### src/rtl/barrel_shift_pipe.sv
// rtl/barrel_shift_pipe.sv - pipelined barrel shifter (SLL/SRL/SRA/ROL) with valid/ready and flush
// Levels run MSB-first; a register stage closes every REG_EVERY levels and after the last level.
module barrel_shift_pipe #(
  parameter int WIDTH     = 32,
  parameter int REG_EVERY = 1,
  parameter int TAG_W     = 4,
  localparam int LOG2W    = $clog2(WIDTH)
) (
  input  logic             clock,
  input  logic             reset_n,
  input  logic             flush,
  input  logic             in_valid,
  output logic             in_ready,
  input  logic [WIDTH-1:0] in_data,
  input  logic [LOG2W-1:0] in_shamt,
  input  logic [1:0]       in_op,
  input  logic [TAG_W-1:0] in_tag,
  output logic             out_valid,
  input  logic             out_ready,
  output logic [WIDTH-1:0] out_data,
  output logic [TAG_W-1:0] out_tag
);

  localparam int L = (LOG2W + REG_EVERY - 1) / REG_EVERY;

  localparam logic [1:0] OP_SLL = 2'b00;
  localparam logic [1:0] OP_SRL = 2'b01;
  localparam logic [1:0] OP_SRA = 2'b10;

  logic advance;
  logic v_last;

  assign advance  = ~v_last | out_ready;
  assign in_ready = reset_n & advance & ~flush;

  function automatic logic [WIDTH-1:0] shift_level(input logic [WIDTH-1:0] d,
                                                   input logic [1:0] op, input int amt);
    logic [WIDTH-1:0] r;
    case (op)
      OP_SLL:  r = d << amt;
      OP_SRL:  r = d >> amt;
      OP_SRA:  r = $signed(d) >>> amt;
      default: r = (d << amt) | (d >> (WIDTH - amt));
    endcase
    return r;
  endfunction

  for (genvar s = 0; s < L; s++) begin : stage
    localparam int LO = s * REG_EVERY;
    localparam int HI = (LO + REG_EVERY > LOG2W) ? LOG2W : LO + REG_EVERY;
    // Only the shamt bits still to be consumed are carried forward.
    localparam int SW = LOG2W - LO;

    logic             src_valid;
    logic [WIDTH-1:0] src_data;
    logic [SW-1:0]    src_shamt;
    logic [1:0]       src_op;
    logic [TAG_W-1:0] src_tag;
    logic [WIDTH-1:0] res_data;

    logic             q_valid;
    logic [WIDTH-1:0] q_data;
    logic [TAG_W-1:0] q_tag;

    if (s == 0) begin : g_src
      assign src_valid = in_valid & in_ready;
      assign src_data  = in_data;
      assign src_shamt = in_shamt;
      assign src_op    = in_op;
      assign src_tag   = in_tag;
    end else begin : g_src
      assign src_valid = stage[s-1].q_valid;
      assign src_data  = stage[s-1].q_data;
      assign src_shamt = stage[s-1].g_ctl.q_shamt;
      assign src_op    = stage[s-1].g_ctl.q_op;
      assign src_tag   = stage[s-1].q_tag;
    end

    always_comb begin
      res_data = src_data;
      for (int j = LO; j < HI; j++) begin
        if (src_shamt[LOG2W-1-j]) res_data = shift_level(res_data, src_op, 1 << (LOG2W - 1 - j));
      end
    end

    always_ff @(posedge clock or negedge reset_n) begin
      if (!reset_n) begin
        q_valid <= 1'b0;
        q_data  <= '0;
        q_tag   <= '0;
      end else if (flush) begin
        q_valid <= 1'b0;
      end else if (advance) begin
        q_valid <= src_valid;
        q_data  <= res_data;
        q_tag   <= src_tag;
      end
    end

    if (s < L - 1) begin : g_ctl
      localparam int RW = LOG2W - HI;
      logic [RW-1:0] q_shamt;
      logic [1:0]    q_op;

      always_ff @(posedge clock or negedge reset_n) begin
        if (!reset_n) begin
          q_shamt <= '0;
          q_op    <= '0;
        end else if (!flush && advance) begin
          q_shamt <= src_shamt[RW-1:0];
          q_op    <= src_op;
        end
      end
    end
  end

  assign v_last    = stage[L-1].q_valid;
  assign out_valid = v_last;
  assign out_data  = stage[L-1].q_data;
  assign out_tag   = stage[L-1].q_tag;

endmodule

### config.mk
export PLATFORM = sky130hd
export DESIGN_NAME = barrel_shift_pipe
export DESIGN_NICKNAME = d
export VERILOG_FILES = /design/src/rtl/barrel_shift_pipe.sv
export SDC_FILE = /design/constraint.sdc
export NUM_CORES = 1
export LEC_CHECK = 0
export ABC_AREA = 1
export CORE_ASPECT_RATIO = 1.2
export CORE_UTILIZATION = 53
export CTS_BUF_LIST = sky130_fd_sc_hd__clkbuf_16
export CTS_CLUSTER_DIAMETER = 100
export DETAILED_ROUTE_END_ITERATION = 6
export MAX_ROUTING_LAYER = met4
export PLACE_DENSITY = 0.76
export SYNTH_ARGS = -nofsm -noshare
export SYNTH_HDL_FRONTEND = slang
export SYNTH_SLANG_ARGS = --single-unit
### constraint.sdc
create_clock -name clock -period 1.2 [get_ports clock]
set_input_delay 0.12 -clock clock [delete_from_list [all_inputs] [get_ports clock]]
set_output_delay 0.12 -clock clock [all_outputs]
set_load 0.05 [all_outputs]
# Word level (Yosys, flattened, before mapping)
# Index checks and enable logic that the tools add are counted.
op_classes:
  eq_ne: 10
  muxes: 20
  n_bitwise: 11
  n_reduce_logical: 9
ops:
  columns: ["cell", "n"]
  rows:
  - ["$pmux 32 s3", 5]
  - ["$mux 32", 5]
  - ["$or 32x1->32", 1]
  - ["$or 32x16->32", 1]
  - ["$or 32x2->32", 1]
  - ["$or 32x4->32", 1]
  - ["$or 32x8->32", 1]
  - ["$eq 2x1->1 const B", 5]
  - ["$eq 2x2->1 const B", 5]
  - ["$logic_not 2->1", 5]
  - ["$mux 1", 10]
  - ["$and 1x1->1", 3]
  - ["$not 1->1", 2]
  - ["$reduce_and 2->1", 1]
  - ["$reduce_bool 2->1", 1]
  - ["$logic_and 1x1->1", 1]
  - ["$logic_not 1->1", 1]
  - ["$or 1x1->1", 1]
totals:
  reg_bits: 203
  output_inout_bits: 38
  word_cells: 73

# Logic depth before layout (Yosys ltp)
# Gate-level depths: netlist (run 1).
logic_depth:
  ltp_word: 7
  mapped_depth: 8
  ltp_nobuf: 7

# Worst setup path before layout (run 1)
# No wires, ideal clock.
synth_path:
  path_kind: "register -> register"
  from: "reg stage[4].q_valid (netlist: out_valid)"
  to: "reg stage[0].q_valid"
  t_arrival_ns: 1.837
  required_time_ns: 1.117
  slack_ns: -0.720
  path_stages_with_launch: 7
  n_path_buf: 1
  synth_period_minus_slack_ns: 1.920
  path_cell_list: "dfrtp_1 -> nand2_2 -> nand2_4 -> buf_2 -> nor2_1 -> nand2_1 -> o21ai_0"
synth_via:
  elab_chain_cells: 7
synth_lines:
  columns: ["item", "line", "source"]
  rows:
  - ["start, declared", "61", "logic q_valid;"]
  - ["start signal, assigned", "94", "q_valid <= src_valid;"]
  - ["$not 1->1", "33", "assign advance = ~v_last | out_ready;"]
  - ["$or 1x1->1", "33", null]
  - ["$and 1x1->1 (2 in series)", "34", "assign in_ready = reset_n & advance & ~flush;"]
  - ["net in_ready", "13", "output logic in_ready,"]
  - ["$and 1x1->1", "66", "assign src_valid = in_valid & in_ready;"]
  - ["$mux 1", "93", "end else if (advance) begin"]
  - ["$mux 1", "91", "end else if (flush) begin"]
  - ["end signal, assigned", "94", null]
  - ["end, declared", "61", null]
# The timed path passes the listed nets, and every way through them passes these cells. The select of a mux whose other input is x is not followed.
# A chain may end at the register's enable or synchronous reset.

# Final worst setup path (run 1)
layout_path:
  from: "reg stage[4].q_valid (netlist: out_valid)"
  to: "out in_ready"
layout_via:
  elab_chain_cells: 4
layout_lines:
  columns: ["item", "line"]
  rows:
  - ["$not 1->1", "33"]
  - ["$or 1x1->1", "33"]
  - ["$and 1x1->1 (2 in series)", "34"]
  - ["end, declared", "13"]
# Every way passes these cells.

==> out/metrics.csv, run 1 <==
metric;value;unit
status;complete, but fails checks;
failing checks;setup timing;
port bufs;85;
post-layout min period;1580;ps
first-pass iteration count of the detailed router;6;
yosys warns;0;
Power Dens Cells;1700;mW/mm²
DP HPWL;21100;µm
Setup Skew;12.7;ps
H-Tree Depth;1;
Max-slew headroom;0.681;
largest net degree at the start of global routing;76;
layout cell share with drive strength beyond 1;0.161;
CP required;1080;ps
worst-skew pair later-pin latency;520;ps
Layout Nets;1709;
Max Slew Vio Count;0;
Comb pwr share;0.354;
total number of vias;10700;
Worst VDD drop;1190;µV
critical path data arrival time;1460;ps
die width;134;µm
Hold WC Path Type;input pin to register;
IO Pins;86;
leak pwr;7.06;nW
Core Region;0.0203;mm²
clock power share;0.261;
deepest clock path buffer count;3;
crit end category;output port;
net switching fraction of the power;0.364;
DRC;0;
DIE HEIGHT;160;µm
Final WS setup;-381;ps
clock slew at reported path FFs;50;ps
Final Hold Viols;0;
first-pass GRT wire length;51300;µm
DR WL/cell;15.9;µm
Psw;8.98;mW
initial antenna violation count;0;
total global-route track usage;0.303;
FP Rows;57;
CP startpoint kind;register;
Final setup viols;228;
synth top area cells;dfrtp_1 (46%), a21oi_1 (11%), nand2_1 (11%), nand3_1 (10%), inv_1 (5.9%);
initial detailed-routing violation count;878;
Post-DRT Antenna Nets;0;
sequential share of power;0.385;
Max Cap Viol;0;
Seq/Total Area, Yosys;0.462;
Layout Cells excl Fill;1938;
CTS Buf Count;23;
syn nets;1567;
Max Fanout on Critical Path;2;
post-synth top area cell;dfrtp_1;
RSZ-0062 raised after global routing;true;
clock root cell;clkbuf_16;
vias in the first global route;10400;
placed cells;1883;
syn avg cell area;7.24;µm²
die area;0.0213;mm²
Mapped Cells;1519;
final worst-path cycle share;1.32;
grt ovf;0;
critical path class;register to output port;
Syn Std Cell Area;0.0110;mm²
Initial Util;0.541;
Layout area overhead;31.9;%
fmax;633;MHz
final core occ;0.714;
routed wire length;30700;µm
routability cong.;0.926;
Synth top area share;0.462;
Filler Cells Inserted;1626;
Worst Max-Slew Pin Slew;478;ps
register bit count reported by yosys;203;
number of distinct library cells after synthesis;22;
diode count;0;
Vias/cell;5.53;
clk sinks;203;
internal power;15.7;mW
CTS tree;built;
-- logic make-up (layout without fill, tap and decap cells) --
| family | count (synthesis) | in the layout | synth area share |
|---|---|---|---|
| and+or+nand+nor | 700 | 700 | 0.270 |
| AOI/OAI and AO/OA | 328 | 328 | 0.154 |
| xor gates and xnor gates | 1 | 1 | 0.00148 |
| DFF | 203 | 203 | 0.462 |
| buffers and inverters | 287 | 441 | 0.113 |
-- worst max-delay path, cell delays in order, from the launching register on --
cell and delay [ps]:
dfrtp_2 420, nand2_4 100, nand2_8 50, buf_6 110
nor2_4 110, buf_12 150
-- cells in the final DEF (no fill, tap or decap), types with 16 or more instances in the layout --
cell and instances:
buf_4 90, nor2_1 145, o21ai_1 19, clkdlybuf4s50_1 46, o21ai_0 46, a21oi_2 36
nand3_1 230, buf_12 67, inv_1 177, dfrtp_1 199, nand2_1 313, a22oi_1 16
a21oi_1 206, clkbuf_16 25
-- power groups by stage --
stage	Clock, mW	Combinational, mW	Sequential (mW)
6_report	6.45	8.73	9.51
5_1_grt	6.85	9.50	9.66
4_1_cts	6.54	8.55	9.45
3_5_place_dp	0	8.36	9.56
3_3_place_gp	0	8.20	9.50
2_1_floorplan	0	4.01	10.2
-- stage by stage --
step | cell area, µm² | power, mW | hold WS [ps] | setup TNS, ps | setup WS, ps
final | 14500 | 24.7 | 63.2 | -37040 | -381
after global routing | 14500 | 26.0 | 97.5 | -49280 | -429
after CTS | 14300 | 24.5 | 45.5 | -41650 | -396
after detailed placement | 13300 | 17.9 | 197 | -58730 | -359
after global placement | 13300 | 17.7 | 198 | -53690 | -332
after floorplan | 11100 | 14.2 | -176 | -16090 | -149
-- synthesized netlist by cell type (all sizes together) --
master / number
a21oi: 243
o21ai: 66
nor2: 147
clkbuf: 22
xor2: 1
buf: 85
nand3: 230
o22ai: 3
nand2: 323
dfrtp: 203
a22oi: 16
inv: 180
-- sequential cells by signal (all words and copies together) (netlist names) --
register,count
out_data,32
stage.q_tag,16
stage.q_data,128
out_tag,4
stage.q_valid,4
stage.g_ctl.q_shamt,10
out_valid,1
stage.g_ctl.q_op,8
-- final cells by class --
class | count | area (µm²) | share of cell area
clock buffer | 23 | 576 | 0.0396
clock inverter | 14 | 97.6 | 0.00672
inverter | 180 | 688 | 0.0474
multi-input combinational | 1029 | 4870 | 0.335
sequential | 203 | 5080 | 0.350
tap | 265 | 332 | 0.0228
timing repair buffer | 224 | 2870 | 0.198
-- routing by layer --
layer | part of all wire | wire length, µm | vias up | track usage
met1 | 0.40 | 12200 | 5049 | 0.363
met2 | 0.52 | 15800 | 383 | 0.523
met3 | 0.049 | 1520 | 90 | 0.0317
met5 | 0 | 0 | - | -
li1 | - | - | 5200 | -
met4 | 0.038 | 1150 | 0 | 0.116
-- worst paths after layout --
kind | cells past startpoint | slack [ps] | to | startpoint
max in group asynchronous | 3 | 280 | out_data[9] | reset_n
min in group asynchronous | 3 | 530 | stage[0].g_ctl.q_shamt[0] | reset_n
min reg2reg | 2 | 480 | out_tag[3] | stage[3].q_tag[3]
max reg2reg | 8 | -350 | out_data[1] | out_valid
min | 5 | 60 | stage[0].q_valid | reset_n
max | 5 | -380 | in_ready | out_valid
-- what timing repair did --
action,in CTS,in global routing
resized for setup,15,54
pin swaps,2,0
buffers inserted,5,5
endpoints found under the hold margin,203,0
cloned,6,2
hold buffers,1,0
endpoints found under the setup margin,229,237
Power figures use the tool's default switching activity.
==> run 2, diff against run 1 <==
--- a/config.mk
+++ b/config.mk
@@ -7,12 +7,12 @@
 export LEC_CHECK = 0
 export ABC_AREA = 1
 export CORE_ASPECT_RATIO = 1.2
-export CORE_UTILIZATION = 53
+export CORE_UTILIZATION = 50
 export CTS_BUF_LIST = sky130_fd_sc_hd__clkbuf_16
 export CTS_CLUSTER_DIAMETER = 100
 export DETAILED_ROUTE_END_ITERATION = 6
 export MAX_ROUTING_LAYER = met4
-export PLACE_DENSITY = 0.76
+export PLACE_DENSITY = 0.73
 export SYNTH_ARGS = -nofsm -noshare
 export SYNTH_HDL_FRONTEND = slang
 export SYNTH_SLANG_ARGS = --single-unit
==> run 2 against run 1 <==
  * The flow still finishes with violations (setup timing)
  * Register-to-register slack worse by 90 ps
  * Hold slack better by 85 ps
  * Die area up 5.9%
  * Sequential power up 5%
  * First-iteration DRC count up 43%
  * Critical endpoint is now stage[3].q_data[0]
  * Critical path depth up 5
  * Global-route usage up 3.2 points
  * Count of clock-buffer cells in the layout unchanged
  * Core utilization up 11 points
  * Total power up 16%
==> out/metrics.csv, run 2 (synthesized netlist as in run 1, its figures left out) <==
metric;value;unit
status;complete, but fails checks;
failing checks;setup timing;
layout cell share with drive strength beyond 1;0.379;
Layout area overhead;62.4;%
DR WL/cell;20.3;µm
DP HPWL;20500;µm
leak pwr;8.04;nW
die area;0.0226;mm²
placed cells;1877;
final worst-path cycle share;1.37;
Final WS setup;-443;ps
Final setup viols;233;
total number of vias;12100;
largest net degree at the start of global routing;132;
commonest non-fill, non-tap cells in the layout;nand2_1 (260), nand3_1 (230), dfrtp_1 (197);
first-pass iteration count of the detailed router;6;
worst-skew pair later-pin latency;530;ps
DRC;0;
DIE HEIGHT;165;µm
Most flops, register;stage.q_data;
total global-route track usage;0.335;
CTS Buf Count;23;
clk sinks;203;
crit end category;register;
diode count;0;
Max Cap Viol;0;
Max-slew headroom;0.466;
Worst VDD drop;1520;µV
FP Rows;59;
IO Pins;86;
H-Tree Depth;1;
RSZ-0062 raised after global routing;true;
clock slew at reported path FFs;60;ps
routability cong.;0.913;
PnR Total Power;28.6;mW
max reg flops;128;
routed wire length;40900;µm
grt ovf;0;
Hold WC Path Type;input pin to register;
Post-DRT Antenna Nets;0;
Setup Skew;16.8;ps
die width;137;µm
commonest non-fill, non-tap cell in the layout;nand2_1;
fmax;609;MHz
initial antenna violation count;0;
Initial Util;0.509;
Vias/cell;6.00;
Power Dens Cells;1600;mW/mm²
deepest clock path buffer count;3;
Final Hold Viols;0;
Layout Nets;1771;
vias in the first global route;11300;
port bufs;85;
hold slack;149;ps
CP startpoint kind;register;
post-layout min period;1640;ps
CTS tree;built;
critical path data arrival time;2100;ps
Layout Cells excl Fill;2014;
Worst Max-Slew Pin Slew;802;ps
Max Fanout on Critical Path;8;
Core Region;0.0216;mm²
CP required;1650;ps
first-pass GRT wire length;57800;µm
Max Slew Vio Count;0;
critical path class;register to register;
clock root cell;clkbuf_16;
initial detailed-routing violation count;1253;
final core occ;0.826;
run 2: critical path, stage by stage, from the launching register on:
cell	delay, ps
dfrtp_2	420
nand2_4	90
nand2_8	60
buf_12	120
buf_4	150
buf_12	150
buf_6	130
buf_12	140
a21oi_1	120
nand2_1	90
nand2_1	90
run 2: routing by layer:
layer	GRT usage	routed length [µm]
met2	0.568	20900
met4	0.165	2490
met3	0.0430	2860
met1	0.390	14600
met5	-	0
run 2: layout make-up:
class	count	area (µm²)
Sequential cell	203	5090
Clock buffer	23	576
Inverter	180	702
Fill cell	1129	3760
Tap cell	274	343
Clock inverter	19	191
Multi-Input combinational cell	1030	6750
Timing Repair Buffer	285	4220
run 2: through the flow:
| step | setup TNS [ps] | setup WS (ps) | area, µm² |
|---|---|---|---|
| after floorplan | -16090 | -149 | 11100 |
| after global placement | -54770 | -333 | 13200 |
| after detailed placement | -57980 | -360 | 13200 |
| after CTS | -64010 | -429 | 15800 |
| after global routing | -73230 | -497 | 17900 |
| final | -63810 | -443 | 17900 |
run 2: final timing paths:
kind	start	to	slack (ps)	depth (start not counted)
hold / removal	flush	out_valid	150	2
setup / recovery	out_valid	stage[3].q_data[0]	-440	10
hold reg to reg	stage[1].q_data[2]	stage[1].q_data[2]	500	2
min in group asynchronous	reset_n	out_data[27]	360	3
setup reg to reg	out_valid	stage[3].q_data[0]	-440	10
max in group asynchronous	reset_n	stage[3].g_ctl.q_op[1]	120	3
run 2: timing repair:
item | CTS | global route
gates resized for setup | 197 | 450
hold endpoints to repair | 203 | 0
hold buffers | 1 | 0
cloned | 32 | 10
pin swaps | 24 | 79
endpoints found under the setup margin | 219 | 239
buffers inserted | 32 | 28
run 2: where the power goes:
| part | leakage [nW] | internal (mW) | switching (mW) |
|---|---|---|---|
| Sequential | 2.38 | 8.16 | 1.88 |
| Clock | 0.383 | 4.34 | 2.92 |
| Combinational | 5.28 | 5.14 | 6.20 |
| Total | 8.04 | 17.6 | 11.0 |
